**config.mk**
```make
export PLATFORM = sky130hd
export DESIGN_NAME = du_cmd_engine_flat
export DESIGN_NICKNAME = d
export VERILOG_FILES = /design/src/rtl/du_pkg.sv /design/src/rtl/du_if.sv /design/src/rtl/du_word_serializer.sv /design/src/rtl/du_cmd_engine.sv /design/src/flat_wrapper.sv
export SDC_FILE = /design/constraint.sdc
export NUM_CORES = 1
export LEC_CHECK = 0
export CORE_MARGIN = 5
export CORE_UTILIZATION = 44
export CTS_CLUSTER_SIZE = 12
export DETAILED_ROUTE_END_ITERATION = 10
export GPL_ROUTABILITY_DRIVEN = 0
export PLACE_DENSITY = 0.7
export SKIP_CTS_REPAIR_TIMING = 1
export SLEW_MARGIN = 20
export SYNTH_ARGS = -nofsm -noshare
export SYNTH_HDL_FRONTEND = slang
export SYNTH_SLANG_ARGS = --single-unit
export TNS_END_PERCENT = 5
```
**constraint.sdc**
```tcl
create_clock -name i_clk -period 8 [get_ports i_clk]
set_clock_uncertainty 0.15 [all_clocks]
set_input_delay 2 -clock i_clk [delete_from_list [all_inputs] [get_ports i_clk]]
set_output_delay 2 -clock i_clk [all_outputs]
set_load 0.02 [all_outputs]
```
**src/rtl/du_pkg.sv**
```systemverilog
// Shared definitions for the debug-unit command engine.
//   - Command byte values received from the PC link.
//   - FSM state encoding and the dump sub-sequencer phase encoding.
package du_pkg;

    localparam logic [7:0] CMD_LOAD = 8'h6C;  // 'l'
    localparam logic [7:0] CMD_CONT = 8'h63;  // 'c'
    localparam logic [7:0] CMD_STEP = 8'h73;  // 's'
    localparam logic [7:0] CMD_NEXT = 8'h0A;  // '\n'
    localparam logic [7:0] CMD_DUMP = 8'h64;  // 'd'
    localparam logic [7:0] CMD_QUIT = 8'h71;  // 'q'

    typedef enum logic [2:0] {
        ST_IDLE = 3'd0,
        ST_LOAD = 3'd1,
        ST_RUN  = 3'd2,
        ST_STEP = 3'd3,
        ST_DUMP = 3'd4
    } du_state_e;

    // Per dumped word: issue read address, wait for the memory, capture into
    // the serializer; DRAIN waits for the last byte to leave.
    typedef enum logic [1:0] {
        DP_ADDR  = 2'd0,
        DP_WAIT  = 2'd1,
        DP_CAP   = 2'd2,
        DP_DRAIN = 2'd3
    } du_dump_phase_e;

endpackage

```
**src/rtl/du_if.sv**
```systemverilog
// Byte link between the PC-side UART and the debug unit.
//   rx_data/rx_valid : received byte, one-cycle strobe per byte
//   tx_data/tx_valid : byte to send, held until tx_ready accepts it
//   tx_ready         : transmitter accepts on the rising edge when tx_valid & tx_ready
// master = PC/UART side, slave = debug unit.
interface du_if;
    logic [7:0] rx_data;
    logic       rx_valid;
    logic [7:0] tx_data;
    logic       tx_valid;
    logic       tx_ready;

    modport master (
        output rx_data, rx_valid, tx_ready,
        input  tx_data, tx_valid
    );

    modport slave (
        input  rx_data, rx_valid, tx_ready,
        output tx_data, tx_valid
    );
endinterface

```
**src/rtl/du_word_serializer.sv**
```systemverilog
// Sends one NB_DATA word as NB_BYTES bytes, LSB first, over a valid/ready link.
// Ports:
//   clk_i, rst_i    : clock, asynchronous active-high reset
//   load_i, word_i  : word accepted when load_i is high and the block is idle
//   busy_o          : high while any byte of the current word is pending
//   tx_data_o       : current byte (registered)
//   tx_valid_o      : byte pending; held until tx_ready_i accepts it
//   tx_ready_i      : link accepts the byte on the rising edge
module du_word_serializer #(
    parameter int NB_DATA = 32
) (
    input  logic               clk_i,
    input  logic               rst_i,
    input  logic               load_i,
    input  logic [NB_DATA-1:0] word_i,
    output logic               busy_o,
    output logic [7:0]         tx_data_o,
    output logic               tx_valid_o,
    input  logic               tx_ready_i
);
    localparam int NB_BYTES = NB_DATA / 8;
    localparam int NB_CNT   = (NB_BYTES > 1) ? $clog2(NB_BYTES) : 1;

    logic [NB_DATA-1:0] word_q;
    logic [NB_CNT-1:0]  cnt_q;
    logic               valid_q;

    always_ff @(posedge clk_i or posedge rst_i) begin
        if (rst_i) begin
            word_q  <= '0;
            cnt_q   <= '0;
            valid_q <= 1'b0;
        end else if (!valid_q) begin
            if (load_i) begin
                word_q  <= word_i;
                cnt_q   <= '0;
                valid_q <= 1'b1;
            end
        end else if (tx_ready_i) begin
            if (cnt_q == NB_CNT'(NB_BYTES - 1)) begin
                valid_q <= 1'b0;
            end else begin
                word_q <= word_q >> 8;
                cnt_q  <= cnt_q + 1'b1;
            end
        end
    end

    assign tx_data_o  = word_q[7:0];
    assign tx_valid_o = valid_q;
    assign busy_o     = valid_q;

endmodule

```
**src/rtl/du_cmd_engine.sv**
```systemverilog
// Debug-unit core between the PC byte link and the MIPS pipeline.
// Decodes command bytes, loads program memory from a little-endian byte
// stream, runs the CPU in continue or step mode and dumps PC, register bank
// and data memory back to the PC, LSB first.
// Optional feature macro: DU_CYCLE_CNT_EN -- adds an NB_DATA cycle counter
// (runs while o_cpu_en, cleared on 'c'/'s' from IDLE) sent as the last dump word.
// Ports:
//   i_clk, i_reset       : clock, asynchronous active-high reset
//   link                 : PC byte link (rx strobe in, tx valid/ready out)
//   o_pmem_wr_en/addr/data : program-memory write port
//   o_rb_rd_addr, i_rb_rd_data : register-bank read (data one cycle after address)
//   o_dm_rd_addr, i_dm_rd_data : data-memory read (data one cycle after address)
//   i_if_pc, i_if_halt   : current PC and HALT-reached level
//   o_cpu_en             : pipeline clock-enable
module du_cmd_engine
    import du_pkg::*;
#(
    parameter int  NB_DATA      = 32,
    parameter int  N_PMEM_WORDS = 64,
    parameter int  N_REGS       = 32,
    parameter int  N_DMEM_WORDS = 64,
    parameter int  HALT_BIT     = 30,
    localparam int NB_PMEM_ADDR = $clog2(N_PMEM_WORDS),
    localparam int NB_REG_ADDR  = $clog2(N_REGS),
    localparam int NB_DMEM_ADDR = $clog2(N_DMEM_WORDS)
) (
    input  logic                    i_clk,
    input  logic                    i_reset,
    du_if.slave                     link,
    output logic                    o_pmem_wr_en,
    output logic [NB_PMEM_ADDR-1:0] o_pmem_addr,
    output logic [NB_DATA-1:0]      o_pmem_data,
    output logic [NB_REG_ADDR-1:0]  o_rb_rd_addr,
    input  logic [NB_DATA-1:0]      i_rb_rd_data,
    output logic [NB_DMEM_ADDR-1:0] o_dm_rd_addr,
    input  logic [NB_DATA-1:0]      i_dm_rd_data,
    input  logic [NB_DATA-1:0]      i_if_pc,
    input  logic                    i_if_halt,
    output logic                    o_cpu_en
);
    localparam int NB_BYTES = NB_DATA / 8;
    localparam int NB_BCNT  = (NB_BYTES > 1) ? $clog2(NB_BYTES) : 1;
`ifdef DU_CYCLE_CNT_EN
    localparam int N_ITEMS  = 1 + N_REGS + N_DMEM_WORDS + 1;
`else
    localparam int N_ITEMS  = 1 + N_REGS + N_DMEM_WORDS;
`endif
    localparam int NB_ITEM  = $clog2(N_ITEMS + 1);

    du_state_e              state_q;
    du_dump_phase_e         phase_q;
    logic                   ret_step_q;
    logic [NB_ITEM-1:0]     item_q;
    logic [NB_BCNT-1:0]     byte_cnt_q;
    logic [NB_DATA-1:0]     asm_q;
    logic [NB_PMEM_ADDR-1:0] load_addr_q;
    logic                   pmem_wr_en_q;
    logic [NB_PMEM_ADDR-1:0] pmem_addr_q;
    logic [NB_DATA-1:0]     pmem_data_q;
    logic [NB_REG_ADDR-1:0] rb_addr_q;
    logic [NB_DMEM_ADDR-1:0] dm_addr_q;
    logic                   cpu_en_q;
    logic                   ser_load_q;
    logic [NB_DATA-1:0]     ser_word_q;
    logic                   ser_busy;
`ifdef DU_CYCLE_CNT_EN
    logic [NB_DATA-1:0]     cyc_cnt_q;
`endif

    logic [NB_DATA-1:0]     asm_word_d;
    logic [NB_DATA-1:0]     cap_word_d;
    logic                   is_reg_d;
    logic                   is_dm_d;
    logic                   ser_idle_d;

    // Incoming load byte merged into the partially assembled word.
    always_comb begin
        asm_word_d = asm_q;
        for (int b = 0; b < NB_BYTES; b++) begin
            if (byte_cnt_q == NB_BCNT'(b)) begin
                asm_word_d[b*8 +: 8] = link.rx_data;
            end
        end
    end

    // Dump item order: 0 = PC, then registers, then data memory [, counter].
    always_comb begin
        is_reg_d   = (item_q != '0) && (item_q <= NB_ITEM'(N_REGS));
        is_dm_d    = (item_q > NB_ITEM'(N_REGS)) &&
                     (item_q <= NB_ITEM'(N_REGS + N_DMEM_WORDS));
        cap_word_d = i_if_pc;
        if (is_reg_d) begin
            cap_word_d = i_rb_rd_data;
        end else if (is_dm_d) begin
            cap_word_d = i_dm_rd_data;
        end
`ifdef DU_CYCLE_CNT_EN
        else if (item_q == NB_ITEM'(N_ITEMS - 1)) begin
            cap_word_d = cyc_cnt_q;
        end
`endif
    end

    // The load strobe is registered, so the serializer only shows busy one
    // cycle later; both must be clear before the next word or the dump end.
    assign ser_idle_d = !ser_busy && !ser_load_q;

    always_ff @(posedge i_clk or posedge i_reset) begin
        if (i_reset) begin
            state_q      <= ST_IDLE;
            phase_q      <= DP_ADDR;
            ret_step_q   <= 1'b0;
            item_q       <= '0;
            byte_cnt_q   <= '0;
            asm_q        <= '0;
            load_addr_q  <= '0;
            pmem_wr_en_q <= 1'b0;
            pmem_addr_q  <= '0;
            pmem_data_q  <= '0;
            rb_addr_q    <= '0;
            dm_addr_q    <= '0;
            cpu_en_q     <= 1'b0;
            ser_load_q   <= 1'b0;
            ser_word_q   <= '0;
`ifdef DU_CYCLE_CNT_EN
            cyc_cnt_q    <= '0;
`endif
        end else begin
            pmem_wr_en_q <= 1'b0;
            ser_load_q   <= 1'b0;
`ifdef DU_CYCLE_CNT_EN
            if (cpu_en_q) begin
                cyc_cnt_q <= cyc_cnt_q + 1'b1;
            end
`endif
            case (state_q)
                ST_IDLE: begin
                    if (link.rx_valid) begin
                        case (link.rx_data)
                            CMD_LOAD: begin
                                state_q     <= ST_LOAD;
                                load_addr_q <= '0;
                                byte_cnt_q  <= '0;
                                asm_q       <= '0;
                            end
                            CMD_CONT: begin
                                state_q  <= ST_RUN;
                                cpu_en_q <= 1'b1;
`ifdef DU_CYCLE_CNT_EN
                                cyc_cnt_q <= '0;
`endif
                            end
                            CMD_STEP: begin
                                state_q <= ST_STEP;
`ifdef DU_CYCLE_CNT_EN
                                cyc_cnt_q <= '0;
`endif
                            end
                            CMD_DUMP: begin
                                state_q    <= ST_DUMP;
                                phase_q    <= DP_ADDR;
                                item_q     <= '0;
                                ret_step_q <= 1'b0;
                            end
                            default: ;
                        endcase
                    end
                end

                ST_LOAD: begin
                    if (link.rx_valid) begin
                        asm_q <= asm_word_d;
                        if (byte_cnt_q == NB_BCNT'(NB_BYTES - 1)) begin
                            byte_cnt_q   <= '0;
                            pmem_wr_en_q <= 1'b1;
                            pmem_addr_q  <= load_addr_q;
                            pmem_data_q  <= asm_word_d;
                            load_addr_q  <= load_addr_q + 1'b1;
                            // Last slot ends the load too: the address never wraps.
                            if (asm_word_d[HALT_BIT] ||
                                load_addr_q == NB_PMEM_ADDR'(N_PMEM_WORDS - 1)) begin
                                state_q <= ST_IDLE;
                            end
                        end else begin
                            byte_cnt_q <= byte_cnt_q + 1'b1;
                        end
                    end
                end

                ST_RUN: begin
                    if (i_if_halt) begin
                        cpu_en_q   <= 1'b0;
                        state_q    <= ST_DUMP;
                        phase_q    <= DP_ADDR;
                        item_q     <= '0;
                        ret_step_q <= 1'b0;
                    end
                end

                ST_STEP: begin
                    if (link.rx_valid) begin
                        if (link.rx_data == CMD_NEXT) begin
                            // Pulse lasts the first DUMP cycle, cleared there.
                            cpu_en_q   <= 1'b1;
                            state_q    <= ST_DUMP;
                            phase_q    <= DP_ADDR;
                            item_q     <= '0;
                            ret_step_q <= 1'b1;
                        end else if (link.rx_data == CMD_QUIT) begin
                            state_q <= ST_IDLE;
                        end
                    end
                end

                ST_DUMP: begin
                    cpu_en_q <= 1'b0;
                    case (phase_q)
                        DP_ADDR: begin
                            if (is_reg_d) begin
                                rb_addr_q <= NB_REG_ADDR'(item_q - NB_ITEM'(1));
                            end
                            if (is_dm_d) begin
                                dm_addr_q <= NB_DMEM_ADDR'(item_q - NB_ITEM'(1 + N_REGS));
                            end
                            phase_q <= DP_WAIT;
                        end
                        DP_WAIT: begin
                            phase_q <= DP_CAP;
                        end
                        DP_CAP: begin
                            if (ser_idle_d) begin
                                ser_word_q <= cap_word_d;
                                ser_load_q <= 1'b1;
                                if (item_q == NB_ITEM'(N_ITEMS - 1)) begin
                                    phase_q <= DP_DRAIN;
                                end else begin
                                    item_q  <= item_q + 1'b1;
                                    phase_q <= DP_ADDR;
                                end
                            end
                        end
                        DP_DRAIN: begin
                            if (ser_idle_d) begin
                                phase_q <= DP_ADDR;
                                state_q <= (ret_step_q && !i_if_halt) ? ST_STEP : ST_IDLE;
                            end
                        end
                        default: phase_q <= DP_ADDR;
                    endcase
                end

                default: state_q <= ST_IDLE;
            endcase
        end
    end

    du_word_serializer #(
        .NB_DATA (NB_DATA)
    ) u_ser (
        .clk_i      (i_clk),
        .rst_i      (i_reset),
        .load_i     (ser_load_q),
        .word_i     (ser_word_q),
        .busy_o     (ser_busy),
        .tx_data_o  (link.tx_data),
        .tx_valid_o (link.tx_valid),
        .tx_ready_i (link.tx_ready)
    );

    assign o_pmem_wr_en = pmem_wr_en_q;
    assign o_pmem_addr  = pmem_addr_q;
    assign o_pmem_data  = pmem_data_q;
    assign o_rb_rd_addr = rb_addr_q;
    assign o_dm_rd_addr = dm_addr_q;
    assign o_cpu_en     = cpu_en_q;

endmodule

```
**src/flat_wrapper.sv**
```systemverilog
// flat-port wrapper written by rule: the top's interface ports become plain ports
module du_cmd_engine_flat import du_pkg::*;
#(
    parameter int  NB_DATA      = 32,
    parameter int  N_PMEM_WORDS = 64,
    parameter int  N_REGS       = 32,
    parameter int  N_DMEM_WORDS = 64,
    parameter int  HALT_BIT     = 30,
    localparam int NB_PMEM_ADDR = $clog2(N_PMEM_WORDS),
    localparam int NB_REG_ADDR  = $clog2(N_REGS),
    localparam int NB_DMEM_ADDR = $clog2(N_DMEM_WORDS)
)
  (i_clk, i_reset, o_pmem_wr_en, o_pmem_addr, o_pmem_data, o_rb_rd_addr, i_rb_rd_data, o_dm_rd_addr, i_dm_rd_data, i_if_pc, i_if_halt, o_cpu_en, link_rx_data, link_rx_valid, link_tx_ready, link_tx_data, link_tx_valid);
  du_if link_i ();
  input  logic i_clk;
  input  logic i_reset;
  output logic o_pmem_wr_en;
  output logic [NB_PMEM_ADDR-1:0] o_pmem_addr;
  output logic [NB_DATA-1:0] o_pmem_data;
  output logic [NB_REG_ADDR-1:0] o_rb_rd_addr;
  input  logic [NB_DATA-1:0] i_rb_rd_data;
  output logic [NB_DMEM_ADDR-1:0] o_dm_rd_addr;
  input  logic [NB_DATA-1:0] i_dm_rd_data;
  input  logic [NB_DATA-1:0] i_if_pc;
  input  logic i_if_halt;
  output logic o_cpu_en;
  input wire logic [$bits(link_i.rx_data)-1:0] link_rx_data;
  input wire logic [$bits(link_i.rx_valid)-1:0] link_rx_valid;
  input wire logic [$bits(link_i.tx_ready)-1:0] link_tx_ready;
  output wire logic [$bits(link_i.tx_data)-1:0] link_tx_data;
  output wire logic [$bits(link_i.tx_valid)-1:0] link_tx_valid;
  assign link_i.rx_data = link_rx_data;
  assign link_i.rx_valid = link_rx_valid;
  assign link_i.tx_ready = link_tx_ready;
  assign link_tx_data = link_i.tx_data;
  assign link_tx_valid = link_i.tx_valid;
  du_cmd_engine #(.NB_DATA(NB_DATA), .N_PMEM_WORDS(N_PMEM_WORDS), .N_REGS(N_REGS), .N_DMEM_WORDS(N_DMEM_WORDS), .HALT_BIT(HALT_BIT)) u_core (.i_clk(i_clk), .i_reset(i_reset), .link(link_i), .o_pmem_wr_en(o_pmem_wr_en), .o_pmem_addr(o_pmem_addr), .o_pmem_data(o_pmem_data), .o_rb_rd_addr(o_rb_rd_addr), .i_rb_rd_data(i_rb_rd_data), .o_dm_rd_addr(o_dm_rd_addr), .i_dm_rd_data(i_dm_rd_data), .i_if_pc(i_if_pc), .i_if_halt(i_if_halt), .o_cpu_en(o_cpu_en));
endmodule
```
==> metrics.log, run 1 <==
INFO  metric leakagePower = approximately 4.7 nW
INFO  metric clock_latency = roughly 420 ps
INFO  metric first_global_vias = between 6,000 and 7,000
INFO  metric area.growth.synth_to_final = 29.2%
INFO  metric grt_usage = 0.188
INFO  metric total_count_of_hold_check_failures_in_the_final_report = 0
INFO  metric clk_transition_reported_paths = ~60 ps
INFO  metric maxSlewHeadroom = 0.316
INFO  metric worstSetupPathType = input port to flop
INFO  metric die_area = roughly 22,000 um2
INFO  metric final_critical_path_setup_slack = between 3000 and 4000 ps
INFO  metric synth_edf_count = 0
INFO  metric cap_violations = 0
INFO  metric critical_path_cell_count = 8
INFO  metric worst_path_largest_cell_delay = around 630 ps
INFO  metric crit_path_top_delay_cell = sky130_fd_sc_hd__clkinv_1
INFO  metric chain_of_cells_forming_the_critical_path = clkdlybuf4s50_1 -> nor3b_2 -> nand3_2 -> buf_4 -> clkinv_1 -> o2111ai_1 -> xor2_1 -> nor2_1
INFO  metric syn_nets = 931
INFO  metric cts_buffers = 17
INFO  metric num_vias = between 6,000 and 7,000
INFO  metric crit_start = link_rx_valid
INFO  metric outcome = complete, no violations
INFO  metric post_synth.cell_area_avg = 10.1 um2
INFO  metric numPortBuffers = approximately 170
INFO  metric dp_slack = 3100 ps
INFO  metric period_share = 0.560
INFO  metric unrepaired_setup_endpoints_after_global_routing = false
INFO  metric worst_setup_path_start_kind = input port
INFO  metric fin_setup_tns = 0 ps
INFO  metric timing.critical_path.max_delay_family = buffers and inverters
INFO  metric setup_viol = 0
INFO  metric route.antenna.remaining_nets = 0
INFO  metric detailed_place.area = 9920 um2
INFO  metric post_route_cells_drive_above_1_share = 0.101
INFO  metric wire_length_of_the_first_global_routing_pass = between 30,000 and 40,000 um
INFO  metric report.final.slew_viol_count = 0
INFO  metric r2r-end = u_core.ser_word_q[6]$_DFFE_PP0P_
INFO  metric critical_path.endpoint_type = flop
INFO  metric avgViaCountPerCell = ~5.4
INFO  metric layout.filler_cells = approximately 1,600
INFO  metric dp.final_hpwl = roughly 14,000 um
INFO  metric drt-total-wl = between 20,000 and 25,000 um
INFO  metric layout.cell_area.non_filler = ~11,000 um2
INFO  metric root_buffer = sky130_fd_sc_hd__clkbuf_16
INFO  metric worst_r2r_path_depth = 8
INFO  metric numClockSinks = 165
INFO  metric crit_path_max_fanout = 64
INFO  metric setup.reg_to_reg.worst_slack = 4510 ps
INFO  metric tightest_slew = 1010 ps
INFO  metric vdd_drop_max = approximately 0.22 mV
INFO  metric final_period_minus_worst_setup_slack = 4480 ps
INFO  metric synth_flop_cell = sky130_fd_sc_hd__dfrtp_1
INFO  metric crit_arrival = 4630 ps
INFO  metric yosys.cell_types.count = 57
INFO  metric drt_pass1_iterations = 4
INFO  metric post_synth_arst_share = 1.00
INFO  metric crit_path_end = u_core.load_addr_q[5]$_DFFE_PP0P_
INFO  metric worst-endpoint-required = 8140 ps
INFO  metric buffers_from_clock_root_to_sink_at_most = 2
INFO  metric synth-warning-count = 0
INFO  metric syn_area = approximately 8200 um2
INFO  metric n_antenna_cell = 0
INFO  metric core = 18,600 um2
INFO  metric horizontal_die_dimension = about 150 um
INFO  metric drt_drc_violations_left = 0
INFO  metric num_rows = 50
INFO  metric netlist_instances = approximately 810
INFO  metric die_y = approximately 150 um
INFO  metric final_nets = between 1,000 and 1,500
INFO  metric hold_slack = between 300 and 400 ps
INFO  metric number_of_h_tree_levels = 4
INFO  metric crit-reg2reg-launch = u_core.item_q[0]$_DFFE_PP0P_
INFO  metric cp_num_buf_inv = 3
INFO  metric postSynthRegisterBits = roughly 170
INFO  metric floorplan.initialDensity = 0.443
INFO  metric hold_path_class = flop to flop
INFO  metric routed_len_inst = approximately 17 um
INFO  metric ioPinCount = ~170
INFO  metric p_per_cell_area = 361 nW/um2
INFO  metric cts_tree = yes
INFO  metric report.power.total = a little under 4 mW
INFO  metric achievable-frequency = 223 MHz
INFO  metric antenna_found_initial = 1
INFO  metric seq_area_frac_synth = 0.502
INFO  metric initial_drt_markers = between 400 and 500
INFO  metric grt_max_degree = 117
INFO  metric grt.overflow.total = 0
## registers in the layout, indices dropped and copies added (netlist names), 3 cells and up
register / cells
u_core.item_q: 7
u_core.ser_word_q: 32
u_core.o_pmem_data: 32
u_core.u_ser.word_q: 32
u_core.load_addr_q: 6
u_core.o_rb_rd_addr: 5
u_core.state_q: 3
u_core.o_pmem_addr: 6
u_core.o_dm_rd_addr: 6
u_core.asm_q: 25
## metrics by stage
step,utilization,std cells
floorplan,-,814
global placement,0.534,1147
detailed placement,0.534,1147
CTS,0.572,1179
global route,0.572,1179
finish,0.572,1179
## report_power, final
| group | internal, mW | switching (mW) | total, mW |
|---|---|---|---|
| combinational | 0.664 | 0.780 | 1.44 |
| clock | 0.627 | 0.352 | 0.979 |
| sequential | 1.16 | 0.265 | 1.42 |
## layout make-up
type / count / area [um2] / share of cell area
Timing Repair Buffer: 174 / 1730 / 0.162
Sequential cell: 165 / 4130 / 0.388
Clock buffer: 17 / 425 / 0.0400
Inverter: 11 / 48.8 / 0.00459
Multi-Input combinational cell: 563 / 3730 / 0.350
Tap cell: 234 / 293 / 0.0275
Clock inverter: 15 / 285 / 0.0268
## synth_stat cells (all sizes together), types with 2 or more instances
| cell type | count | area [um2] |
|---|---|---|
| a22o | 36 | 315 |
| xor2 | 7 | 61.3 |
| inv | 10 | 37.5 |
| a32o | 2 | 20.0 |
| a31oi | 4 | 25.0 |
| nor3b | 36 | 275 |
| o21ai | 76 | 384 |
| nor2 | 48 | 180 |
| nor3 | 10 | 61.3 |
| mux2 | 10 | 113 |
| or2 | 2 | 12.5 |
| nor2b | 3 | 18.8 |
| and2 | 4 | 25.0 |
| and4 | 2 | 17.5 |
| a211oi | 35 | 413 |
| a21o | 3 | 22.5 |
| o31ai | 35 | 263 |
| nor4 | 5 | 52.6 |
| nand3b | 3 | 22.5 |
| or3b | 2 | 17.5 |
| ha | 8 | 100 |
| and3 | 6 | 42.5 |
| nand3 | 5 | 25.0 |
| mux2i | 49 | 490 |
| dfrtp | 165 | 4130 |
| or4b | 2 | 20.0 |
| nand2 | 142 | 533 |
| buf | 29 | 185 |
| or3 | 3 | 18.8 |
| a21oi | 8 | 43.8 |
| clkbuf | 46 | 173 |
| nand2b | 7 | 43.8 |
## worst min-delay path by stage
stage / from / endpoint / slack (ps) / cells after the start
6_report: u_core.ser_word_q[5]$_DFFE_PP0P_ / u_core.ser_word_q[5]$_DFFE_PP0P_ / 330 / 2
5_1_grt: u_core.o_pmem_data[26]$_DFFE_PP0P_ / u_core.o_pmem_data[26]$_DFFE_PP0P_ / 340 / 2
4_1_cts: u_core.ser_word_q[5]$_DFFE_PP0P_ / u_core.ser_word_q[5]$_DFFE_PP0P_ / 330 / 2
3_5_place_dp: u_core.o_pmem_data[26]$_DFFE_PP0P_ / u_core.o_pmem_data[26]$_DFFE_PP0P_ / 310 / 2
3_3_place_gp: u_core.u_ser.word_q[15]$_DFFE_PP0P_ / u_core.u_ser.word_q[15]$_DFFE_PP0P_ / 310 / 2
2_1_floorplan: u_core.ser_word_q[0]$_DFFE_PP0P_ / u_core.ser_word_q[0]$_DFFE_PP0P_ / 300 / 2
## worst min-delay path: stages, from the launching register on
cell                      delay, ps
sky130_fd_sc_hd__dfrtp_1        340
sky130_fd_sc_hd__nand2_1         50
sky130_fd_sc_hd__o31ai_1         50
## layout by cell type (no fill, tap or decap), types with 8 or more instances in the layout
cell | synthesis | layout
sky130_fd_sc_hd__o31ai_1 | 35 | 35
sky130_fd_sc_hd__inv_1 | 10 | 9
sky130_fd_sc_hd__clkdlybuf4s50_1 | 0 | 168
sky130_fd_sc_hd__dfrtp_1 | 165 | 164
sky130_fd_sc_hd__nor2_1 | 48 | 48
sky130_fd_sc_hd__a211oi_2 | 30 | 30
sky130_fd_sc_hd__nand2_1 | 142 | 141
sky130_fd_sc_hd__mux2_2 | 10 | 10
sky130_fd_sc_hd__o21ai_0 | 72 | 72
sky130_fd_sc_hd__ha_1 | 8 | 8
sky130_fd_sc_hd__nor3b_1 | 35 | 35
sky130_fd_sc_hd__a22o_1 | 36 | 36
sky130_fd_sc_hd__clkbuf_16 | 0 | 17
sky130_fd_sc_hd__nor3_1 | 9 | 9
sky130_fd_sc_hd__mux2i_1 | 49 | 49
## kinds of logic (layout without fill, tap and decap cells)
kind of cell / count (synthesis) / in the layout / share of synthesized area
flops: 165 / 165 / 0.502
fa+ha+maj: 8 / 8 / 0.0122
simple gates: 284 / 284 / 0.170
compound gates: 204 / 204 / 0.186
xor+xnor: 8 / 8 / 0.00851
buf+inv: 86 / 217 / 0.0485
mux: 59 / 59 / 0.0733
## routing by layer
metal | up-vias | global-route usage | share of wire
met5 | - | 0 | 0.00034
met3 | 17 | 0.0515 | 0.065
li1 | 3122 | - | -
met4 | 2 | 0.0532 | 0.0096
met2 | 181 | 0.289 | 0.46
met1 | 3018 | 0.261 | 0.47
No activity file was read; power rests on OpenSTA's default activity.
==> run 2: changes to the inputs <==
- clock period: 8 -> 4.45 ns (I/O delays scaled with it)
==> metrics.log, run 2 (synthesis gave the netlist of run 1 again) <==
INFO  metric final_critical_path_setup_slack = 1040 ps (-2480 ps)
INFO  metric route.antenna.remaining_nets = 0 (unchanged)
INFO  metric numClockSinks = 165 (unchanged)
INFO  metric most-common-layout-cells = sky130_fd_sc_hd__clkdlybuf4s50_1, sky130_fd_sc_hd__dfrtp_1, sky130_fd_sc_hd__nand2_1
INFO  metric post_route_cells_drive_above_1_share = 0.109 (+0.00849)
INFO  metric drt_drc_violations_left = 0 (unchanged)
INFO  metric root_buffer = sky130_fd_sc_hd__clkbuf_16
INFO  metric setup_viol = 0 (unchanged)
INFO  metric hold_slack = 324 ps (-2.71 ps)
INFO  metric leakagePower = 4.62 nW (-1.0%)
INFO  metric tightest_slew = 956 ps (-55.7 ps)
INFO  metric die_y = 147 um (unchanged)
INFO  metric cts_buffers = 17 (unchanged)
INFO  metric dp.final_hpwl = 13,900 um (+0.29%)
INFO  metric initial_drt_markers = 457 (+6.3%)
INFO  metric cts_tree = yes
INFO  metric total_count_of_hold_check_failures_in_the_final_report = 0 (unchanged)
INFO  metric antenna_found_initial = 0 (-1)
INFO  metric report.power.total = 6.53 mW (+70%)
INFO  metric layout.cells.non_filler = 1,188 (+0.76%)
INFO  metric first_global_vias = 6,189 (-1.7%)
INFO  metric number_of_h_tree_levels = 4 (unchanged)
INFO  metric grt_max_degree = 69 (-41%)
INFO  metric crit_path_max_fanout = 34 (-47%)
INFO  metric wire_length_of_the_first_global_routing_pass = 32,600 um (-0.98%)
INFO  metric worst_setup_path_start_kind = flop
INFO  metric achievable-frequency = between 200 and 300 MHz
INFO  metric unrepaired_setup_endpoints_after_global_routing = false
INFO  metric setup.reg_to_reg.worst_slack = 1240 ps (-3270 ps)
INFO  metric vdd_drop_max = 0.374 mV (+69%)
INFO  metric worstSetupPathType = flop to output port
INFO  metric grt.overflow.total = 0 (unchanged)
INFO  metric critical_path.endpoint_type = output port
INFO  metric routed_len_inst = 16.5 um (-4.0%)
INFO  metric final_period_minus_worst_setup_slack = around 3400 ps
INFO  metric area.growth.synth_to_final = 28.5%
INFO  metric final_nets = 1,058 (+0.86%)
INFO  metric buffers_from_clock_root_to_sink_at_most = 2 (unchanged)
INFO  metric numPortBuffers = 168 (unchanged)
INFO  metric die_area = 21,500 um2 (unchanged)
INFO  metric dp_slack = 709 ps (-2390 ps)
INFO  metric avgViaCountPerCell = 5.35 (-0.59%)
INFO  metric period_share = 0.766
INFO  metric cp_num_buf_inv = 1 (-2)
INFO  metric crit_arrival = 2150 ps (-2480 ps)
INFO  metric maxSlewHeadroom = 0.363 (+0.0466)
INFO  metric num_vias = 6,351 (+0.17%)
INFO  metric num_rows = 50 (unchanged)
INFO  metric chain_of_cells_forming_the_critical_path = clkdlybuf4s50_1
INFO  metric report.final.slew_viol_count = 0 (unchanged)
INFO  metric cap_violations = 0 (unchanged)
INFO  metric horizontal_die_dimension = 147 um (unchanged)
INFO  metric timing.critical_path.max_delay_family = flip-flops
INFO  metric numPlacedInstances = 1,156 (+0.78%)
INFO  metric drt-total-wl = 19,600 um (-3.2%)
INFO  metric hold_path_class = flop to flop
INFO  metric layout.cells.most_common = sky130_fd_sc_hd__clkdlybuf4s50_1
INFO  metric ioPinCount = 169 (unchanged)
INFO  metric worst-endpoint-required = 3190 ps (-4950 ps)
INFO  metric floorplan.initialDensity = 0.443 (unchanged)
INFO  metric p_per_cell_area = 618 nW/um2 (+71%)
INFO  metric grt_usage = 0.185 (-0.00220)
INFO  metric clk_transition_reported_paths = 70 ps (about the same)
INFO  metric worst_path_largest_cell_delay = 970 ps (+340 ps)
INFO  metric core = 18,600 um2 (unchanged)
INFO  metric fin_setup_tns = 0 ps (unchanged)
INFO  metric drt_pass1_iterations = 5 (+1)
INFO  metric clock_latency = 430 ps (about the same)
INFO  metric n_antenna_cell = 0 (unchanged)
INFO  metric outcome = complete, no violations
INFO  metric crit_path_top_delay_cell = sky130_fd_sc_hd__dfrtp_2
run 2: cell count changes in the layout (fill, tap and decap cells not counted), sizes merged:
cell	previous run	this run
clkinv	2	5
bufinv	7	0
inv	17	16
buf	6	15
clkinvlp	0	5
run 2: where the power goes:
group,internal (mW),leakage [nW],total (mW),switching (mW)
Clock,0.736,0.264,1.39,0.652
Combinational,1.21,2.26,2.58,1.37
Sequential,2.08,2.10,2.56,0.481
Total,4.02,4.62,6.53,2.51
run 2: worst paths after layout:
kind | from | endpoint | depth (start not counted)
setup reg to reg | u_core.item_q[0]$_DFFE_PP0P_ | u_core.ser_word_q[6]$_DFFE_PP0P_ | 7
min in group asynchronous | i_reset | u_core.o_pmem_data[22]$_DFFE_PP0P_ | 2
setup / recovery | u_core.u_ser.busy_o$_DFF_PP0_ | link_tx_valid | 1
hold reg to reg | u_core.o_pmem_data[27]$_DFFE_PP0P_ | u_core.o_pmem_data[27]$_DFFE_PP0P_ | 2
max in group asynchronous | i_reset | u_core.phase_q[1]$_DFFE_PP0P_ | 3
hold / removal | u_core.o_pmem_data[27]$_DFFE_PP0P_ | u_core.o_pmem_data[27]$_DFFE_PP0P_ | 2
run 2: per-stage QoR:
step | instance area (um2) | util
after CTS | 10600 | 0.569
after global placement | 10000 | 0.539
after detailed placement | 10000 | 0.539
after global routing | 10600 | 0.569
after floorplan | 8240 | -
final | 10600 | 0.569
run 2: worst min-delay path, cell delays in order (launching register included):
cell and delay, ps:
sky130_fd_sc_hd__dfrtp_1 340, sky130_fd_sc_hd__nand2_1 50, sky130_fd_sc_hd__nand2_1 50
run 2: final cells by class:
class | count | area, um2
Timing Repair Buffer | 183 | 1820
Sequential cell | 165 | 4130
Clock inverter | 15 | 139
Fill cell | 1624 | 8010
Clock buffer | 17 | 425
Multi-Input combinational cell | 563 | 3720
Inverter | 11 | 45.0
Tap cell | 234 | 293
run 2: routing by layer:
layer	vias up	routed length (um)	GRT usage
li1	3145	-	-
met1	3043	9350	0.259
met2	147	8960	0.287
met3	16	1110	0.0494
met4	0	227	0.0494
met5	-	0	0
